**src/rtl/cnn_pkg.sv**
```systemverilog
// Shared CNN definitions: streamer FSM states, default feature-map geometry
// common with conv_layer, and small sizing helpers.
package cnn_pkg;

  localparam int unsigned IMGROW      = 7;
  localparam int unsigned IMGCOL      = 7;
  localparam int unsigned KERNEL_SIZE = 3;
  localparam int unsigned CONV_WIDTH  = 20;
  localparam int unsigned PIX_WIDTH   = 8;

  typedef enum logic [1:0] {
    IDLE = 2'd0,
    LOAD = 2'd1,
    SEND = 2'd2
  } state_t;

  // Valid-convolution output dimension.
  function automatic int unsigned out_dim(input int unsigned img, input int unsigned k);
    return img - k + 1;
  endfunction

  // Index width for a dimension; a dimension of 1 still needs a 1-bit index.
  function automatic int unsigned idx_w(input int unsigned n);
    return (n > 1) ? $clog2(n) : 1;
  endfunction

endpackage

```
**src/rtl/sat_clamp.sv**
```systemverilog
// Saturating requantizer: signed IN_WIDTH value -> unsigned TX_WIDTH pixel.
// Negative values go to 0, values above the pixel range go to all-ones.
//   x   : signed input element
//   y_c : clamped pixel (combinational)
module sat_clamp #(
  parameter int unsigned IN_WIDTH = 20,
  parameter int unsigned TX_WIDTH = 8
) (
  input  logic signed [IN_WIDTH-1:0] x,
  output logic        [TX_WIDTH-1:0] y_c
);

  localparam logic signed [IN_WIDTH-1:0] PIX_MAX =
    {{(IN_WIDTH-TX_WIDTH){1'b0}}, {TX_WIDTH{1'b1}}};

  always_comb begin
    y_c = x[TX_WIDTH-1:0];
    if (x[IN_WIDTH-1]) begin
      y_c = '0;
    end else if (x > PIX_MAX) begin
      y_c = '1;
    end
  end

endmodule

```
**src/rtl/conv_out_streamer.sv**
```systemverilog
// Captures one conv_layer feature map per frame handshake (clamped to
// pixels), then streams it row-major over a valid/ready interface.
//   clk, rst          : clock, asynchronous active-low reset
//   frame_valid/ready : frame capture handshake for conv_out
//   conv_out          : signed feature map presented in parallel
//   m_valid/m_ready   : pixel stream handshake
//   m_data            : clamped pixel
//   m_row, m_col      : coordinates of the current beat
//   m_last_col/m_last : end-of-row / end-of-frame markers
//   frame_cnt         : completed frames, wraps
module conv_out_streamer
  import cnn_pkg::*;
#(
  parameter int unsigned OUTROW    = out_dim(IMGROW, KERNEL_SIZE),
  parameter int unsigned OUTCOL    = out_dim(IMGCOL, KERNEL_SIZE),
  parameter int unsigned IN_WIDTH  = CONV_WIDTH,
  parameter int unsigned TX_WIDTH  = PIX_WIDTH,
  parameter int unsigned CNT_WIDTH = 16
) (
  input  logic                        clk,
  input  logic                        rst,
  input  logic                        frame_valid,
  output logic                        frame_ready,
  input  logic signed [IN_WIDTH-1:0]  conv_out [0:OUTROW-1][0:OUTCOL-1],
  output logic                        m_valid,
  input  logic                        m_ready,
  output logic [TX_WIDTH-1:0]         m_data,
  output logic [idx_w(OUTROW)-1:0]    m_row,
  output logic [idx_w(OUTCOL)-1:0]    m_col,
  output logic                        m_last_col,
  output logic                        m_last,
  output logic [CNT_WIDTH-1:0]        frame_cnt
);

  localparam int unsigned RW = idx_w(OUTROW);
  localparam int unsigned CW = idx_w(OUTCOL);
  localparam logic [RW-1:0] LAST_ROW = RW'(OUTROW - 1);
  localparam logic [CW-1:0] LAST_COL = CW'(OUTCOL - 1);

  state_t              state_q, state_d;
  logic [TX_WIDTH-1:0] clamped_c [0:OUTROW-1][0:OUTCOL-1];
  logic [TX_WIDTH-1:0] pix_buf_q [0:OUTROW-1][0:OUTCOL-1];
  logic                capture_c;

  logic                 frame_ready_d, m_valid_d, m_last_col_d, m_last_d;
  logic [TX_WIDTH-1:0]  m_data_d;
  logic [RW-1:0]        m_row_d, nxt_row;
  logic [CW-1:0]        m_col_d, nxt_col;
  logic [CNT_WIDTH-1:0] frame_cnt_d;

  // Per-element clamp on the capture path.
  for (genvar r = 0; r < OUTROW; r++) begin : g_row
    for (genvar c = 0; c < OUTCOL; c++) begin : g_col
      sat_clamp #(
        .IN_WIDTH (IN_WIDTH),
        .TX_WIDTH (TX_WIDTH)
      ) u_clamp (
        .x   (conv_out[r][c]),
        .y_c (clamped_c[r][c])
      );
    end
  end

  // Next state and next registered outputs.
  always_comb begin
    state_d       = state_q;
    frame_ready_d = frame_ready;
    m_valid_d     = m_valid;
    m_data_d      = m_data;
    m_row_d       = m_row;
    m_col_d       = m_col;
    m_last_col_d  = m_last_col;
    m_last_d      = m_last;
    frame_cnt_d   = frame_cnt;
    capture_c     = 1'b0;
    nxt_row       = m_row;
    nxt_col       = m_col;

    // Row-major successor of the current beat.
    if (m_last_col) begin
      nxt_col = '0;
      nxt_row = m_row + RW'(1);
    end else begin
      nxt_col = m_col + CW'(1);
    end

    case (state_q)
      IDLE: begin
        frame_ready_d = 1'b1;
        if (frame_valid && frame_ready) begin
          capture_c     = 1'b1;
          frame_ready_d = 1'b0;
          state_d       = LOAD;
        end
      end
      LOAD: begin
        m_valid_d    = 1'b1;
        m_data_d     = pix_buf_q[0][0];
        m_row_d      = '0;
        m_col_d      = '0;
        m_last_col_d = (LAST_COL == '0);
        m_last_d     = (LAST_COL == '0) && (LAST_ROW == '0);
        state_d      = SEND;
      end
      SEND: begin
        if (m_valid && m_ready) begin
          if (m_last) begin
            m_valid_d     = 1'b0;
            frame_ready_d = 1'b1;
            frame_cnt_d   = frame_cnt + CNT_WIDTH'(1);
            state_d       = IDLE;
          end else begin
            m_data_d     = pix_buf_q[nxt_row][nxt_col];
            m_row_d      = nxt_row;
            m_col_d      = nxt_col;
            m_last_col_d = (nxt_col == LAST_COL);
            m_last_d     = (nxt_col == LAST_COL) && (nxt_row == LAST_ROW);
          end
        end
      end
      default: begin
        state_d = IDLE;
      end
    endcase
  end

  // State and output registers.
  always_ff @(posedge clk or negedge rst) begin
    if (!rst) begin
      state_q     <= IDLE;
      frame_ready <= 1'b1;
      m_valid     <= 1'b0;
      m_data      <= '0;
      m_row       <= '0;
      m_col       <= '0;
      m_last_col  <= 1'b0;
      m_last      <= 1'b0;
      frame_cnt   <= '0;
    end else begin
      state_q     <= state_d;
      frame_ready <= frame_ready_d;
      m_valid     <= m_valid_d;
      m_data      <= m_data_d;
      m_row       <= m_row_d;
      m_col       <= m_col_d;
      m_last_col  <= m_last_col_d;
      m_last      <= m_last_d;
      frame_cnt   <= frame_cnt_d;
    end
  end

  // Capture buffer: the only pixel source once a frame is accepted.
  always_ff @(posedge clk or negedge rst) begin
    if (!rst) begin
      for (int r = 0; r < OUTROW; r++) begin
        for (int c = 0; c < OUTCOL; c++) begin
          pix_buf_q[r][c] <= '0;
        end
      end
    end else if (capture_c) begin
      pix_buf_q <= clamped_c;
    end
  end

endmodule

```
**config.mk**
```make
export PLATFORM = sky130hd
export DESIGN_NAME = conv_out_streamer
export DESIGN_NICKNAME = d
export VERILOG_FILES = /design/src/rtl/cnn_pkg.sv /design/src/rtl/sat_clamp.sv /design/src/rtl/conv_out_streamer.sv
export SDC_FILE = /design/constraint.sdc
export NUM_CORES = 1
export LEC_CHECK = 0
export ABC_AREA = 1
export CAP_MARGIN = 0
export CORE_AREA = 2 2 210 212
export CTS_BUF_LIST = sky130_fd_sc_hd__clkbuf_16
export CTS_CLUSTER_DIAMETER = 50
export DETAILED_ROUTE_END_ITERATION = 10
export DIE_AREA = 0 0 212 214
export GPL_ROUTABILITY_DRIVEN = 1
export PLACE_DENSITY = 0.7
export SYNTH_ARGS = -nofsm -noshare
export SYNTH_HDL_FRONTEND = slang
export SYNTH_SLANG_ARGS = --single-unit
```
**constraint.sdc**
```tcl
create_clock -name clk -period 4.8 [get_ports clk]
set_input_delay 0.48 -clock clk [delete_from_list [all_inputs] [get_ports clk]]
set_output_delay 0.48 -clock clk [all_outputs]
set_load 0.05 [all_outputs]
```
-- After elaboration in Yosys (flattened, before gate mapping)
Index checks and enable logic that the tools add are counted.
- register bits: 236
- ROM bits: 0
- bits in writable memories: 0
- input port bits: 504
- latch bits: 0
- memories kept: 0
- bitwise logic cells: 2
- divide/modulo/power cells: 0
- reduce and logical (&&, ||, !) cells: 12
- equality and inequality tests: 8
- muxes and demuxes: 86
- shift-type cells: 0
- add/subtract/negate cells: 3
- $lt $le $gt $ge: 27
- multiply operators: 0
- operator list (cell ; number):
    $gt 20x9->1 const B ; 25
    $mux 8 ; 54
    $bmux 40 s3 ; 1
    $mux 40 ; 2
    $bmux 8 s3 ; 1
    $mux 3 ; 6
    $add 16x1->16 const B ; 1
    $pmux 8 s2 ; 1
    $reduce_and 3->1 ; 5
    $pmux 3 s2 ; 2
    $mux 1 ; 11
    $ge 4x4->1 const B ; 2
    $ne 2x2->1 const B ; 4
    $not 3->4 ; 2
    $pmux 1 s2 ; 4
    $add 3x1->3 const B ; 2
    $eq 3x3->1 const B ; 2
    $mux 2 ; 3
    $pmux 2 s3 ; 1
    $reduce_bool 2->1 ; 2
    $logic_and 1x1->1 ; 3
    $eq 2x1->1 const B ; 1
    $eq 2x2->1 const B ; 1
    $logic_not 2->1 ; 1
    $reduce_and 2->1 ; 1

-- Depth between registers and ports, before layout
- depth in word-level cells: 12
- mapped depth: 17
- mapped depth without buffers: 15

-- Cells and area by module
Synthesis repeated with hierarchy kept, for this count alone.
- cells, all modules: 2620
- area total of the unflattened synthesis: 16701.0 µm²
- by module, submodules not included (module ; sequential area each (µm²) ; cells an instance ; times used ; area each (µm²)):
    conv_out_streamer ; 5906.9 ; 1520 ; 1 ; 11383.4
    sat_clamp ; 0.0 ; 44 ; 25 ; 212.7

-- Least setup slack after synthesis
OpenSTA, ideal clock, no wires.
- path kind: register to register
- start: register m_col[0]
- end: register m_data[6]
- path buffers: 0
- period minus slack after synthesis: 2.142 ns
- data required time: 4.734 ns
- data arrival time: 2.076 ns
- slack: 2.658 ns
- stages on the path, launching flop included: 13
- cell sequence: dfrtp_1 ha_1 nand2_1 inv_2 nor2_4 nand3_1 nor2_2 nand3_1 o21ai_0 nor2_1 nand2_1 nand2_1 nand2_1
- longest elaborated chain between the ends: 9
- RTL lines (item ; RTL line ; RTL):
    start: declaration ; conv_out_streamer.sv:29 ; output logic [idx_w(OUTCOL)-1:0] m_col,
    start signal: assignment ; conv_out_streamer.sv:145 ; m_col <= m_col_d;
    $add 3x1->3 ; conv_out_streamer.sv:84 ; nxt_col = m_col + CW'(1);
    $mux 3 ; conv_out_streamer.sv:80 ; if (m_last_col) begin
    $not 3->4 (not written as such) ; conv_out_streamer.sv:113 ; m_data_d = pix_buf_q[nxt_row][nxt_col];
    $bmux 8 s3 ; conv_out_streamer.sv:113 ;
    $mux 8 (not written as such) (2 in a row) ; conv_out_streamer.sv:113 ;
    $mux 8 ; conv_out_streamer.sv:107 ; if (m_last) begin
    $mux 8 ; conv_out_streamer.sv:106 ; if (m_valid && m_ready) begin
    $pmux 8 s2 ; conv_out_streamer.sv:87 ; case (state_q)
    end signal: assignment ; conv_out_streamer.sv:143 ; m_data <= m_data_d;
    end: declaration ; conv_out_streamer.sv:27 ; output logic [TX_WIDTH-1:0] m_data,
No other way between the ends. The select of a mux whose other input is x is not followed.
A chain may end at the register's enable or synchronous reset.

-- Final worst setup path
- start: register m_last_col
- end: register m_data[4]
- longest elaborated chain between the ends: 11
- elaborated cells between the ends (all ways): 13
- classes of those cells: 11 x mux; 2 x bitwise
- RTL lines (item ; RTL line ; RTL):
    start: declaration ; conv_out_streamer.sv:30 ; output logic m_last_col,
    start signal: assignment ; conv_out_streamer.sv:146 ; m_last_col <= m_last_col_d;
    $mux 3 ; conv_out_streamer.sv:80 ;
    $not 3->4 (not written as such) ; conv_out_streamer.sv:113 ;
    $bmux 40 s3 ; conv_out_streamer.sv:113 ;
    $mux 40 (not written as such) (2 in a row) ; conv_out_streamer.sv:113 ;
    $bmux 8 s3 (*) ; conv_out_streamer.sv:113 ;
    $mux 8 (not written as such) (*) (2 in a row) ; conv_out_streamer.sv:113 ;
    $mux 8 (*) ; conv_out_streamer.sv:107 ;
    $mux 8 (*) ; conv_out_streamer.sv:106 ;
    $pmux 8 s2 (*) ; conv_out_streamer.sv:87 ;
Every way passes the cells marked *; elsewhere a longest branch is shown, timed or not. The select of a mux whose other input is x is not followed.

==> metrics.txt <==
# clock sinks=236; mapped cell area=0.0122 mm²; Cells after Synth=1621; core area=0.0429 mm²; Slew HR=31.0%; nature of the critical path startpoint=flip-flop; # DRC=0; Total Wirelength=50200 µm; Post-CTS Resized=0; switching power=4.65 mW; ANT nets after route=0; gpl congestion=0.837; Post-DP HPWL=38800 µm; top-count cell post-synth=nand2_1; main flop type after synthesis=dfrtp_1; Critical Path RT=5.21 ns; die area=0.0454 mm²; FF+latch count, synth=236; overall routing resource usage=21.9%; asr flop ratio synth=100%; DR WL/cell=18.3 µm; Net Sw Frac=43.3%; CP arrival=3.75 ns; Area Growth Syn to Fin=57.6%; Initial DRC Count=846; drt first pass iters=8; n_diodes=0; Synth Warn #=0; vias in the first global route=13986; CTS Buf Count=35; dpl cell area=0.0182 mm²; delay-heaviest family, CP=simple AND/OR/NAND/NOR gates; via count=13298; EDFF count, synth=0; cts hold-fix bufs=0; largest net degree at the start of global routing=130; clock share of power=23.1%; Max-Cap Viols=0; worst setup path category=flip-flop to flip-flop; Reg2Reg Setup Slack=1.46 ns; min Tclk post-route=3.34 ns; Fill cells=4233; Row Count=76; Post-CTS Setup Inserts=0; Syn Nets=2128; launch point of the worst reg-to-reg path=m_last_col; R2R depth=13; CTS tree=built; Finish-stage setup viols=0; synth top area cells=dfrtp_1 (48%), nand2_1 (14%), o21ai_0 (14%); Die X=212 µm; cell taking the most area after synthesis=dfrtp_1; share of the synthesized area in the top cell type=48.0%; initial antenna violation count=1; Cell Chain, Critical Path=nand2_1, nand2_4, nand2_1, nand3_1, nand2_1, nand2_1, nand2_1, nand2_1, nand3_1, nand2_1, nand2_1, nand2_1, nand2_1; Top Ports=538; Pint=6.10 mW; Clock Latency Late Sink=0.52 ns; port bufs=537; Unique masters post-synth=32; PwrDens=557 mW/mm²; leakage=8.59 nW; nets@finish=2647; status=finished clean; Combinational Power Share=45.7%; cell mode on critical path=nand2_1; first-pass GRT wire length=77300 µm; H-tree depth=2; die height=214 µm; Fin Clk Skew=0.0258 ns; Worst setup EP type=flip-flop; Seq pwr share=31.2%; Crit Path Max Fanout=97; max-slew violation count=0; VDD IR max=0.293 mV; post-synthesis sequential area ratio=48.3%; GRT Residual Overflow=0; utilization after layout=45.0%; Fmax=0.300 GHz; hold slack=0.0443 ns; root buf cell=clkbuf_16; setup tns final=0 ns; CTS max path bufs=3; worst stage delay on the critical path=0.99 ns; Buffers & Inverters on Critical Path=0; fin area=0.0193 mm²; layout cells sized above 1=3.97%; Tightest Pin Transition=1.04 ns; Reg2Reg Capture Point=m_data[4]; final worst path period share=69.5%; Vias per Instance=4.84; Crit-path slowest cell=nand2_4; clk slew on worst S/H paths=0.06 ns; top cells by count, synth=nand2_1 (457), o21ai_0 (333), dfrtp_1 (235), nand3_1 (169), inv_1 (135); Syn Area/Cell=7.55 µm²; unrepaired setup endpoints after global routing=no; Overall Power=10.8 mW; Final Hold Viols=0; worst hold path type=input port to async pin; Initial Util=28.5%
==> cell families after synthesis <==
family | synth area share, %
XOR/XNOR | 1.14
buffers and inverters | 6.86
AO/OA/AOI/OAI | 15.1
AND/OR/NAND/NOR | 28.3
adder cells (fa/ha/maj) | 0.307
flip-flops | 48.3
==> sequential cells by signal (all words and copies together) (netlist names) <==
signal and cells:
m_last 1, frame_ready 1, m_col 3, m_last_col 1, m_row 3, m_data 8
frame_cnt 16, state_q 2, m_valid 1, pix_buf_q 200
==> placed cells by master, fill, tap and decap left out, drive strengths merged, types with 16 or more instances in the layout <==
cell type	netlist	routed
clkbuf	32	37
clkdlybuf4s50	0	536
dfrtp	235	235
inv	140	147
nand2	462	462
nand3	169	169
nor2	85	85
nor3	28	28
nor4	50	50
o211ai	16	16
o21ai	333	333
==> area by class of cell <==
cell class	count	area, µm²	area share [%]
clock buffers	37	926	4.80
clock inverters	25	210	1.09
inverters	141	532	2.76
multi-input cells	1180	5520	28.6
flip-flops and latches	236	5910	30.6
well taps	585	732	3.79
repair buffers	546	5470	28.4
==> worst max-delay path by stage <==
stage | from | endpoint | slack [ns] | cells past startpoint
finish | m_last_col | m_data[4] | 1.46 | 13
global route | m_last_col | m_data[1] | 1.17 | 13
floorplan | m_col[0] | m_data[6] | 2.66 | 12
CTS | m_last_col | m_data[4] | 1.52 | 13
global placement | m_last_col | m_data[1] | 1.56 | 13
detailed placement | m_last_col | m_data[4] | 1.52 | 13
==> power by group through the flow <==
stage / combinational [mW] / sequential, mW / clock, mW
2_1_floorplan: 2.89 / 3.49 / 0
3_3_place_gp: 4.83 / 3.37 / 0
3_5_place_dp: 4.91 / 3.38 / 0
4_1_cts: 4.94 / 3.35 / 2.54
5_1_grt: 5.54 / 3.45 / 2.63
6_report: 4.91 / 3.36 / 2.48
==> worst reg2reg max path: cells and delay by family, from the launching register on <==
kind | cells | cell delay, ns
flip-flops | 1 | 0.54
AND/OR/NAND/NOR | 13 | 2.68
==> per-stage QoR <==
step / setup slack, ns / instances
floorplan: 2.66 / 1621
global placement: 1.56 / 2688
detailed placement: 1.52 / 2688
CTS: 1.52 / 2750
global route: 1.17 / 2750
finish: 1.46 / 2750
==> per-layer routing <==
metal / track usage (%) / share of wire, %
met5: 0 / 0.034
met3: 4.53 / 7.2
met1: 26.9 / 41
met4: 7.46 / 3.1
met2: 38.0 / 49
No activity file was read; power rests on OpenSTA's default activity.
==> variant 1, RTL diff (config.mk and constraints unchanged) <==
The 3 states of `state_t` get a one-hot encoding in 3 bits.
--- a/src/rtl/cnn_pkg.sv
+++ b/src/rtl/cnn_pkg.sv
@@ -8,10 +8,10 @@
   localparam int unsigned CONV_WIDTH  = 20;
   localparam int unsigned PIX_WIDTH   = 8;
 
-  typedef enum logic [1:0] {
-    IDLE = 2'd0,
-    LOAD = 2'd1,
-    SEND = 2'd2
+  typedef enum logic [2:0] {
+    IDLE = 3'b001,
+    LOAD = 3'b010,
+    SEND = 3'b100
   } state_t;
 
   // Valid-convolution output dimension.
Formal check against the unedited RTL: no difference found for any inputs over 4 cycles, from zero or initial values and one cycle with rst low; so few cycles prove little.
==> variant 1 against the unedited design <==
  * Area after synthesis rose by 0.68%
  * Critical path depth unchanged
  * Synthesized cell count rose by 0.93%
  * Wire length is 2.9% lower
  * Sequential cell count increased by 1
  * Sequential power shrank 4%
  * Power shrank 17%
  * Final area increased by 0.39%
  * Worst setup slack worse by 0.11 ns
  * First-iteration DRC count up 7.8%
==> variant 1: results (changes against the unedited design) <==
metric;value;unit;change
cts_root_buf;clkbuf_16;;
holdBufCountCts;1;;+1
yosysWarnings;0;;unchanged
drtPass1Iterations;5;;-3
clockBufferDepth;3;;unchanged
vias;13300;;+0.053%
ir_drop;0.205;mV;-30%
cpMaxStageDelayCell;nand2_4;;
portBuffers;537;;unchanged
routabilityCongestion;0.832;;-0.63%
syn-num-nets;2143;;+0.70%
cpPeakStageDelay;1.02;ns;+0.03 ns
path_clk_slew;0.05;ns;
p_leak;8.67;nW;+0.83%
die_area;45400;µm²;unchanged
fin_worst_skew;0.0180;ns;-0.00781 ns
critPathLaunch;m_last_col;;
drt_wl_total;48800;µm;-2.9%
yosysMostFrequentCell;nand2_1;;
routed_via_density;4.80;;-0.71%
outcome;complete, no violations;;
htreeDepth;2;;unchanged
synthArstFlopShare;100;%;unchanged
power_switching;3.36;mW;-28%
pre_cts_ws;1.44;ns;-0.0814 ns
clk-insertion-delay-late;0.51;ns;
yosysSeqAreaShare;48.1;%;-0.12 points
ys_types;36;;+13%
slew_headroom;32.4;%;+1.4 points
drive_above_1_share;4.04;%;+0.064 points
cp_top_family;simple AND/OR/NAND/NOR gates;;
grt_first_pass_wirelength;75000;µm;-3.0%
grt_usage;21.1;%;-0.80 points
ys_top_cells_by_area;dfrtp_1 48%, nand2_1 14%, o21ai_0 13%, nand3_1 6.5%, inv_1 4.2%;;
grt_antenna_before_repair;7;;+6
fin_nets;2662;;+0.57%
grt_max_degree;98;;-25%
worst-endpoint-arrival;3.83;ns;+0.08 ns
cts_resized;0;;unchanged
synth_edf_count;0;;unchanged
cts_buffers;35;;unchanged
ys.flop_type;dfrtp_1;;
min_from;frame_cnt[15];;
drt-initial-drc-count;912;;+7.8%
path_max_fanout;97;;unchanged
largestRegisters;pix_buf_q: 200 flops, frame_cnt: 16 flops, m_data: 8 flops;;
dp_hpwl;38200;µm;-1.5%
hp-class;register to register;;
post_cts_buffers;0;;unchanged
n_fill_cell;4251;;+0.43%
grt_pass1_vias;13800;;-1.7%
syn_area_per_cell;7.53;µm²;-0.24%
yosys-top-cells-count;469 x nand2_1, 330 x o21ai_0, 235 x dfrtp_1;;
[variant 1: cells by family (layout without fill, tap and decap cells)]
group                      Yosys count  count (layout)  synth area share [%]
AOI/OAI and AO/OA                  371             371                  15.4
xor gates and xnor gates            15              15                  1.07
adders and majority gates            3               3                 0.305
buffers and inverters              209             753                  6.89
DFF                                237             237                  48.1
other                                0               6                     0
and+or+nand+nor                    801             801                  28.2
[variant 1: worst paths after layout]
check	endpoint	slack (ns)	depth (start not counted)
worst max-delay path	m_data[6]	1.36	13
worst min-delay path	frame_cnt[15]	0.47	1
worst max register to register	m_data[6]	1.36	13
worst min register to register	frame_cnt[15]	0.47	1
max in group asynchronous	pix_buf_q[28]	3.00	3
min in group asynchronous	pix_buf_q[172]	0.57	2
[variant 1: metal layers]
metal  global-route usage [%]  wire length [µm]  up-vias
li1                         -                 -     6508
met1                     25.8             19800     6143
met2                     36.2             23500      557
met3                     4.56              3820       95
met4                     7.93              1650        2
met5                        0                17        -
[variant 1: area by class of cell]
cell class | instances | share of cell area (%)
Antenna cell | 6 | 0.0775
Clock inverter | 26 | 1.12
Clock buffer | 36 | 4.65
Inverter | 144 | 2.81
Sequential cell | 237 | 30.6
Multi-Input combinational cell | 1190 | 28.7
Tap cell | 585 | 3.78
Timing Repair Buffer | 547 | 28.2
[variant 1: per-stage QoR]
stage	area, µm²	utilization [%]	total power [mW]
after global placement	18200	42.5	6.47
after detailed placement	18200	42.5	6.55
after global routing	19400	45.1	9.62
after CTS	19400	45.1	9.05
after floorplan	12300	-	5.11
final	19400	45.2	8.96
[variant 1: power groups by stage]
stage	Clock (mW)	Sequential, mW	Combinational, mW
2_1_floorplan	0	3.26	1.85
3_3_place_gp	0	3.25	3.22
3_5_place_dp	0	3.27	3.28
4_1_cts	2.51	3.24	3.30
5_1_grt	2.60	3.33	3.69
6_report	2.45	3.24	3.27
==> variant 2, RTL diff (same flow settings) <==
Made on the original files. Set the package constant `CONV_WIDTH` to 16 (it was 20).
--- a/src/rtl/cnn_pkg.sv
+++ b/src/rtl/cnn_pkg.sv
@@ -5,7 +5,7 @@
   localparam int unsigned IMGROW      = 7;
   localparam int unsigned IMGCOL      = 7;
   localparam int unsigned KERNEL_SIZE = 3;
-  localparam int unsigned CONV_WIDTH  = 20;
+  localparam int unsigned CONV_WIDTH  = 16;
   localparam int unsigned PIX_WIDTH   = 8;
 
   typedef enum logic [1:0] {
Ports: changed (resized conv_out); port bits go from 538 to 438. The function was not compared with the original's and may differ.
==> variant 2 against the unedited design <==
  * Die area did not move
  * Clock skew decreased by 0.013 ns
  * Final area fell by 5.8%
  * Power down 1.5%
  * Worst setup slack improved by 0.0056 ns
  * Count of clock-buffer cells in the layout shrank 2
  * Via count fell by 7.6%
  * Maximum frequency increased by 0.17%
  * Wire length decreased by 9.5%
  * Sequential cell count is the same
  * Critical path depth unchanged
  * Area after synthesis is 1.4% lower
  * Critical endpoint is now m_data[0]
  * Largest cell class unchanged
==> variant 2: results (changes against the unedited design) <==
metric;value;unit;change
outcome;complete, no violations;;
ys_top_cells_by_area;dfrtp_1 49%, nand2_1 15%, o21ai_0 14%, nand3_1 6.0%, inv_1 4.1%;;
p_leak;8.17;nW;-4.9%
cp-endpoint;m_data[0];;
cpPeakStageDelay;0.97;ns;-0.02 ns
clockBufferDepth;3;;unchanged
wl_per_cell;17.4;µm;-5.0%
vias;12300;;-7.6%
portBuffers;437;;-19%
cts_root_buf;clkbuf_16;;
post_cts_buffers;0;;unchanged
yosysSeqAreaShare;48.9;%;+0.70 points
fin_worst_skew;0.0126;ns;-0.0132 ns
syn-num-nets;2001;;-6.0%
grt.met2_usage;33.4;%;-4.6 points
cpMaxStageDelayCell;nand2_4;;
htreeDepth;2;;unchanged
ys.flop_type;dfrtp_1;;
cts_buffers;34;;-2.9%
ys_types;35;;+9.4%
fin_nets;2418;;-8.7%
r2r_slack;1.47;ns;about the same
routabilityCongestion;0.848;;+1.3%
drt-initial-drc-count;846;;unchanged
grtUsageMet3;3.75;%;-0.78 points
gr-usage-met1;25.8;%;-1.1 points
drive_above_1_share;4.52;%;+0.55 points
path_max_fanout;97;;unchanged
slew_headroom;33.6;%;+2.6 points
ir_drop;0.251;mV;-14%
grt_pass1_vias;12600;;-9.9%
synthArstFlopShare;100;%;unchanged
grt_max_degree;109;;-16%
grt_usage;19.9;%;-2.0 points
dp_hpwl;34800;µm;-10%
drtPass1Iterations;5;;-3
yosysWarnings;0;;unchanged
grt_first_pass_wirelength;70200;µm;-9.2%
yosys-top-cells-count;480 x nand2_1, 332 x o21ai_0, 235 x dfrtp_1;;
grt_antenna_before_repair;3;;+2
critPathLaunch;m_last_col;;
## variant 2: cell types whose count changed after synthesis, moves of 4 or more
cell	unedited run	this run
nor4_1	50	25
nand2_1	457	480
nor2_1	79	75
nand2_2	5	9
nand3_1	169	144
## variant 2: how the worst min path moves through the flow
stage	startpoint	endpoint	slack [ns]	cells after the start
after CTS	rst	pix_buf_q[136]	0.08	1
final	rst	pix_buf_q[136]	0.03	1
after global placement	pix_buf_q[29]	pix_buf_q[29]	0.46	2
after floorplan	rst	frame_cnt[0]	0.18	0
after detailed placement	pix_buf_q[32]	pix_buf_q[32]	0.47	2
after global routing	rst	pix_buf_q[136]	0.09	1
## variant 2: layout make-up
class	count	area, µm²
Multi-Input combinational cell	1154	5340
Clock inverter	25	310
Clock buffer	35	876
Sequential cell	236	5910
Inverter	140	528
Fill cell	4272	24700
Antenna cell	1	2.50
Tap cell	585	732
Timing Repair Buffer	445	4480
## variant 2: kinds of logic after synthesis
logic type | after synthesis | share of synthesized area [%]
AO/OA/AOI/OAI | 363 | 15.4
XOR/XNOR | 14 | 1.02
adder cells (fa/ha/maj) | 3 | 0.311
buffers and inverters | 204 | 6.96
flip-flops | 236 | 48.9
multiplexers | 1 | 0.0933
AND/OR/NAND/NOR | 773 | 27.2
## variant 2: metrics by stage
step	setup WS, ns	area [µm²]	std cells	util, %
2_1_floorplan	2.62	12100	1594	-
3_3_place_gp	1.45	17000	2560	39.6
3_5_place_dp	1.47	17000	2560	39.6
4_1_cts	1.46	18200	2620	42.4
5_1_grt	1.08	18200	2620	42.4
6_report	1.47	18200	2621	42.4
## variant 2: where the power goes
part	total [mW]	switching, mW	internal [mW]
clock	2.64	0.969	1.67
combinational	4.63	3.06	1.57
sequential	3.32	0.438	2.89
## variant 2: layer usage
layer  up-vias  routed length, µm
met1      5688              19800
li1       6096                  -
met3        77               2900
met5         -                 23
met4         4               1270
met2       423              21500
